--- config.mk ---
export PLATFORM = sky130hd
export DESIGN_NAME = cache_bus_ctrl
export DESIGN_NICKNAME = d
export VERILOG_FILES = /design/src/rtl/cpu_types_pkg.sv /design/src/rtl/bus_arbiter.sv /design/src/rtl/cache_bus_ctrl.sv
export SDC_FILE = /design/constraint.sdc
export NUM_CORES = 1
export LEC_CHECK = 0
export ABC_AREA = 0
export BUFFER_PORTS_ARGS = -buffer_cell sky130_fd_sc_hd__buf_2
export CAP_MARGIN = 20
export CORE_AREA = 4 4 193 195
export CTS_BUF_LIST = sky130_fd_sc_hd__clkbuf_16
export DETAILED_ROUTE_END_ITERATION = 8
export DIE_AREA = 0 0 197 199
export HOLD_SLACK_MARGIN = 0.12
export REMOVE_ABC_BUFFERS = 1
export SLEW_MARGIN = 15
export SYNTH_ARGS = -nofsm -noshare
export SYNTH_HDL_FRONTEND = slang
export SYNTH_SLANG_ARGS = --single-unit
--- constraint.sdc ---
create_clock -name CLK -period 1.9 [get_ports CLK]
set_clock_uncertainty 0.15 [all_clocks]
set_input_delay 0.095 -clock CLK [delete_from_list [all_inputs] [get_ports CLK]]
set_output_delay 0.095 -clock CLK [all_outputs]
set_load 0.02 [all_outputs]
--- src/rtl/cpu_types_pkg.sv ---
// Shared bus types: data word, RAM handshake state and bus FSM states.
// Used by cache_bus_ctrl and bus_arbiter.
package cpu_types_pkg;

   typedef logic [31:0] word_t;

   typedef enum logic [1:0] {
      FREE   = 2'd0,
      BUSY   = 2'd1,
      ACCESS = 2'd2,
      ERROR  = 2'd3
   } ramstate_t;

   typedef enum logic [3:0] {
      IDLE, ARB, SNOOP, C2C1, C2C2,
      RAM1, RAM2, WB1, WB2, IFETCH
   } bus_state_t;

   // Select word 0/1 of a two-word block by forcing address bit 2
   function automatic word_t blk_word(word_t a, logic w);
      return (a & ~32'h4) | {29'd0, w, 2'd0};
   endfunction

endpackage

--- src/rtl/bus_arbiter.sv ---
// Two-way grant selection for the coherence bus.
// BUS_ROUNDROBIN_EN: alternate ties; otherwise core 0 wins ties.
module bus_arbiter (
   input  logic [1:0] req,
   input  logic       ptr,
   output logic [1:0] gnt,
   output logic       ptr_nxt
);

`ifdef BUS_ROUNDROBIN_EN
   // ptr names the core holding priority; the winner yields it
   always_comb begin
      gnt     = req;
      ptr_nxt = ptr;
      if (req == 2'b11)
         gnt = ptr ? 2'b10 : 2'b01;
      if (gnt[1])
         ptr_nxt = 1'b0;
      else if (gnt[0])
         ptr_nxt = 1'b1;
   end
`else
   always_comb begin
      gnt     = 2'b00;
      ptr_nxt = ptr;
      if (req[0])
         gnt = 2'b01;
      else if (req[1])
         gnt = 2'b10;
   end
`endif

endmodule

--- src/rtl/cache_bus_ctrl.sv ---
// Two-core coherence bus: snoops, cache-to-cache transfer, RAM fills,
// write-backs and instruction fetch. Round-robin ties: BUS_ROUNDROBIN_EN.
module cache_bus_ctrl
   import cpu_types_pkg::*;
#(
   parameter int NCORE = 2
) (
   input  logic                        CLK,
   input  logic                        RST,
   input  logic [NCORE-1:0]            dREN,
   input  logic [NCORE-1:0]            dWEN,
   input  logic [NCORE-1:0]            cctrans,
   input  logic [NCORE-1:0]            ccwrite,
   input  logic [NCORE-1:0][31:0]      daddr,
   input  logic [NCORE-1:0][31:0]      dstore,
   output logic [NCORE-1:0][31:0]      dload,
   output logic [NCORE-1:0]            dwait,
   output logic [NCORE-1:0]            ccwait,
   output logic [NCORE-1:0]            ccinv,
   output logic [NCORE-1:0][31:0]      ccsnoopaddr,
   input  logic [NCORE-1:0]            iREN,
   input  logic [NCORE-1:0][31:0]      iaddr,
   output logic [NCORE-1:0][31:0]      iload,
   output logic [NCORE-1:0]            iwait,
   output logic                        ramREN,
   output logic                        ramWEN,
   output logic [31:0]                 ramaddr,
   output logic [31:0]                 ramstore,
   input  logic [31:0]                 ramload,
   input  logic [1:0]                  ramstate
);

   bus_state_t state, nxt;
   ramstate_t  rs;
   logic       acc;
   logic       req_q, s;
   word_t      addr_q;
   logic       ccw_q;
   logic       ptr_q, ptr_nxt;
   logic [1:0] dreq, arb_req, gnt;
   logic       gidx;
   logic       dren_unused;

   // reads arrive as coherence transactions, so dREN carries no extra info
   assign dren_unused = ^dREN;

   assign rs      = ramstate_t'(ramstate);
   assign acc     = (rs == ACCESS);
   assign s       = ~req_q;
   assign dreq    = cctrans | dWEN;
   assign arb_req = (state == IDLE) ? iREN : dreq;
   assign gidx    = gnt[1];

   bus_arbiter u_arb (
      .req     (arb_req),
      .ptr     (ptr_q),
      .gnt     (gnt),
      .ptr_nxt (ptr_nxt)
   );

   always_ff @(posedge CLK or posedge RST) begin
      if (RST)
         state <= IDLE;
      else
         state <= nxt;
   end

   always_ff @(posedge CLK or posedge RST) begin
      if (RST) begin
         req_q  <= 1'b0;
         addr_q <= '0;
         ccw_q  <= 1'b0;
         ptr_q  <= 1'b0;
      end else if (state == ARB && |dreq) begin
         req_q  <= gidx;
         addr_q <= daddr[gidx];
         ccw_q  <= ccwrite[gidx];
         ptr_q  <= ptr_nxt;
      end else if (state == IDLE && nxt == IFETCH) begin
         req_q  <= gidx;
         ptr_q  <= ptr_nxt;
      end
   end

   always_comb begin
      nxt = state;
      unique case (state)
         IDLE:
            if (|dreq)
               nxt = ARB;
            else if (|iREN)
               nxt = IFETCH;
         ARB:
            if (!(|dreq))
               nxt = IDLE;
            else if (cctrans[gidx])
               nxt = SNOOP;
            else
               nxt = WB1;
         SNOOP:
            if (cctrans[s] && ccwrite[s])
               nxt = C2C1;
            else if (cctrans[s])
               nxt = RAM1;
         C2C1:   if (acc) nxt = C2C2;
         C2C2:   if (acc) nxt = IDLE;
         RAM1:   if (acc) nxt = RAM2;
         RAM2:   if (acc) nxt = IDLE;
         WB1:    if (acc) nxt = WB2;
         WB2:    if (acc) nxt = IDLE;
         IFETCH: if (acc) nxt = IDLE;
         default: nxt = IDLE;
      endcase
      // a faulted RAM freezes the bus where it is
      if (rs == ERROR)
         nxt = state;
   end

   always_comb begin
      dload       = '0;
      dwait       = '1;
      ccwait      = '0;
      ccinv       = '0;
      ccsnoopaddr = '0;
      iload       = '0;
      iwait       = '1;
      ramREN      = 1'b0;
      ramWEN      = 1'b0;
      ramaddr     = '0;
      ramstore    = '0;
      unique case (state)
         SNOOP, C2C1, C2C2, RAM1, RAM2: begin
            ccwait[s]      = 1'b1;
            ccinv[s]       = ccw_q;
            ccsnoopaddr[s] = addr_q;
         end
         default: ;
      endcase
      unique case (state)
         C2C1, C2C2: begin
            ramWEN       = 1'b1;
            ramaddr      = daddr[s];
            ramstore     = dstore[s];
            dload[req_q] = dstore[s];
            if (acc) begin
               dwait[req_q] = 1'b0;
               dwait[s]     = 1'b0;
            end
         end
         RAM1, RAM2: begin
            ramREN       = 1'b1;
            ramaddr      = blk_word(addr_q, state == RAM2);
            dload[req_q] = ramload;
            if (acc)
               dwait[req_q] = 1'b0;
         end
         WB1, WB2: begin
            ramWEN   = 1'b1;
            ramaddr  = daddr[req_q];
            ramstore = dstore[req_q];
            if (acc)
               dwait[req_q] = 1'b0;
         end
         IFETCH: begin
            ramREN       = 1'b1;
            ramaddr      = iaddr[req_q];
            iload[req_q] = ramload;
            if (acc)
               iwait[req_q] = 1'b0;
         end
         default: ;
      endcase
   end

endmodule

==> results.py <==
metrics = {
    "grt": {
        "grt_pass1_wl_mm": 61.3,
        "grt_pass1_vias": 9789,
        "grt.total_usage_pct": 20.1,
        "antenna_found_initial": 6,
        "grt-ovfl-total": 0,
        "grt_max_degree": 49,
    },
    "clock_network": {
        "clock_sinks": 38,
        "cts_buffers": 5,
        "clk_path_buf_depth": 2,
        "cts.clk_slew.worst_paths_ns": 0.06,
        "clk_latency_ns": 0.29,
        "cts_tree": "yes",
        "cts.htree.levels": 2,
        "root_buffer": "clkbuf_16",
    },
    "layout": {
        "drive_gt1_share_pct": 50.3,
        "design_area_um2": 12300,
        "final_util_pct": 34.8,
        "nets": 1688,
        "syn2layout_area_growth_pct": 91.7,
        "final-instance-count-excl-fill": 1913,
    },
    "placed_design": {
        "place_area_um2": 9860,
        "pre_cts_slack_ns": -0.373,
        "io_buffer_count": 501,
        "gp_congestion": 0.849,
        "post-dp-hpwl_mm": 31.2,
        "dp_cells": 1792,
    },
    "status": {
        "violations": "negative setup slack",
        "status": "finished with violations",
    },
    "logic_synthesis": {
        "yosysWarnings": 0,
        "synth_cells": 870,
        "synth_area_leaders": "dfrtp_1 15%, a221oi_1 9.8%, a22o_1 8.7%, and2_1 6.7%, a21o_1 6.7%",
        "async_flop_share_pct": 100,
        "synth-edff-count": 0,
        "synth_common_cells": "75 x nor2_1, 72 x a221oi_1, 69 x and2_1",
        "synth.most_common_cell": "nor2_1",
        "synth-main-ff-cell": "dfrtp_1",
        "ys_seq_elements": 38,
        "avgSynthCellArea_um2": 7.39,
        "yosysTopAreaCell": "dfrtp_1",
        "synthesis.area_um2": 6430,
        "ys_types": 49,
        "ys_seq_area_share_pct": 14.8,
        "synth_top_area_share_pct": 14.8,
    },
    "die": {
        "io_pins": 504,
        "dieHeight_um": 199,
        "dieArea_um2": 39200,
        "num_rows": 69,
        "initial_utilization_pct": 18.2,
        "core_area_um2": 35400,
        "die_w_um": 197,
    },
    "critical_path": {
        "critical_path_class": "reg2out",
        "r2r_end": "addr_q[19]$_DFFE_PP0P_",
        "reg2reg_depth": 10,
        "required_ns": 1.65,
        "arrival_ns": 2.21,
        "end_kind": "primary output",
        "r2r_setup_slack_ns": -0.35,
        "r2r-start": "state[1]$_DFF_PP0_",
        "critPathLaunchType": "flip-flop",
        "crit_fanout": 13,
    },
    "drt": {
        "route.detailed.drc": 0,
        "drt-pass1-iter-count": 6,
        "avgRoutedWirePerCell_um": 23.6,
        "num_vias": 10400,
        "ant_nets": 0,
        "drtIter0Drc": 878,
        "totalWireLength_mm": 45.1,
        "viasPerCell": 5.46,
    },
    "timing": {
        "post-route-min-period_ns": 2.46,
        "finalCritPeriodShare_pct": 129,
        "rsz0062_at_grt": "true",
        "drv_slew": 0,
        "hold_slack_ns": 0.144,
        "setup_viol_count_final": 302,
        "setup_slack_ns": -0.557,
        "final.setup.tns_ns": -121.61,
        "clock.fmax_mhz": 407,
        "worstMarginPinSlew_ns": 0.587,
        "slew_headroom_pct": 60.8,
        "final_hold_viol_count": 0,
    },
    "flow_run": {
        "cap_violations": 0,
    },
    "worst_hold_path": {
        "worstHoldStart": "dWEN[0]",
        "holdCritPathClass": "in2reg",
        "worstHoldEndpoint": "ccw_q$_DFFE_PP0P_",
        "hold_depth": 4,
    },
    "pwr": {
        "power_density_nw_per_um2": 1360,
        "irDropWorstVdd_mv": 0.687,
        "leakagePower_nw": 6.22,
        "p_total_mw": 16.8,
    },
}
==> power breakdown <==
part           switching, mW  internal [mW]  total [mW]
Sequential             0.521           1.22        1.74
Combinational           8.03           6.19        14.2
Clock                  0.352          0.471       0.823
==> area by class of cell <==
type,instances,area [um^2]
inverters,2,10.0
flip-flops and latches,38,958
well taps,461,577
repair buffers,685,5180
clock buffers,5,125
multi-input cells,718,5460
fillers,3621,23100
clock inverters,2,7.51
diodes,2,5.00
==> flip-flops by register name (all words and copies together) (netlist names) <==
signal	cells
ccw_q	1
req_q	1
state	4
addr_q	32
==> cell families after synthesis <==
logic type	Yosys count	share of synthesized area [%]
flops	38	14.8
buf+inv	114	8.74
mux	35	5.45
simple gates	314	27.3
compound gates	369	43.7
==> worst max path at each step <==
| stage | start | end | cells after the start |
|---|---|---|---|
| after detailed placement | state[3]$_DFF_PP0_ | ramstore[22] | 7 |
| final | state[1]$_DFF_PP0_ | ramaddr[10] | 7 |
| after global placement | state[3]$_DFF_PP0_ | ramstore[22] | 7 |
| after global routing | state[1]$_DFF_PP0_ | ramstore[8] | 8 |
| after floorplan | req_q$_DFFE_PP0P_ | ccinv[0] | 3 |
| after CTS | state[1]$_DFF_PP0_ | ramaddr[8] | 7 |
==> timing repair <==
action	CTS	global route
buffers inserted	21	6
pin swaps	14	67
setup endpoints to repair	298	303
hold buffers	72	0
cloned	9	8
gates resized for setup	101	179
hold endpoints to repair	59	0
==> cells in the final DEF (no fill, tap or decap), types with 5 or more instances in the layout <==
cell           count
buf_8              7
buf_2            376
dfrtp_1           34
buf_6             38
o22ai_2           10
o221ai_1          17
o221ai_2          16
nand2b_1           7
and2_4             5
clkbuf_16         11
a221oi_1          30
a221oi_2          38
a31oi_1           35
nor2_1            73
dlygate4sd3_1     72
a21o_1            55
o21ai_0            9
a21oi_2            7
a21oi_1           23
buf_16             6
mux2i_1           35
a22o_1            64
o22ai_1           19
and2_1            64
and3_1            64
nand2_1           35
nand3_1           35
buf_12            26
o21ai_1           29
buf_4            152
==> metal layers <==
metal	share of wire, %	GRT usage, %	up-vias	wire [um]
met4	4.5	7.04	2	2020
met3	8.7	3.35	120	3940
met2	48	35.3	741	21800
li1	-	-	4578	-
met1	38	24.9	4995	17300
met5	0.029	0	-	13
==> critical path, stage by stage (launching register included) <==
cell	delay (ns)
dfrtp_2	0.44
buf_6	0.12
and4bb_4	0.46
buf_12	0.19
a21o_1	0.17
o22ai_1	0.08
o221ai_1	0.24
buf_4	0.20
Power figures use the tool's default switching activity.
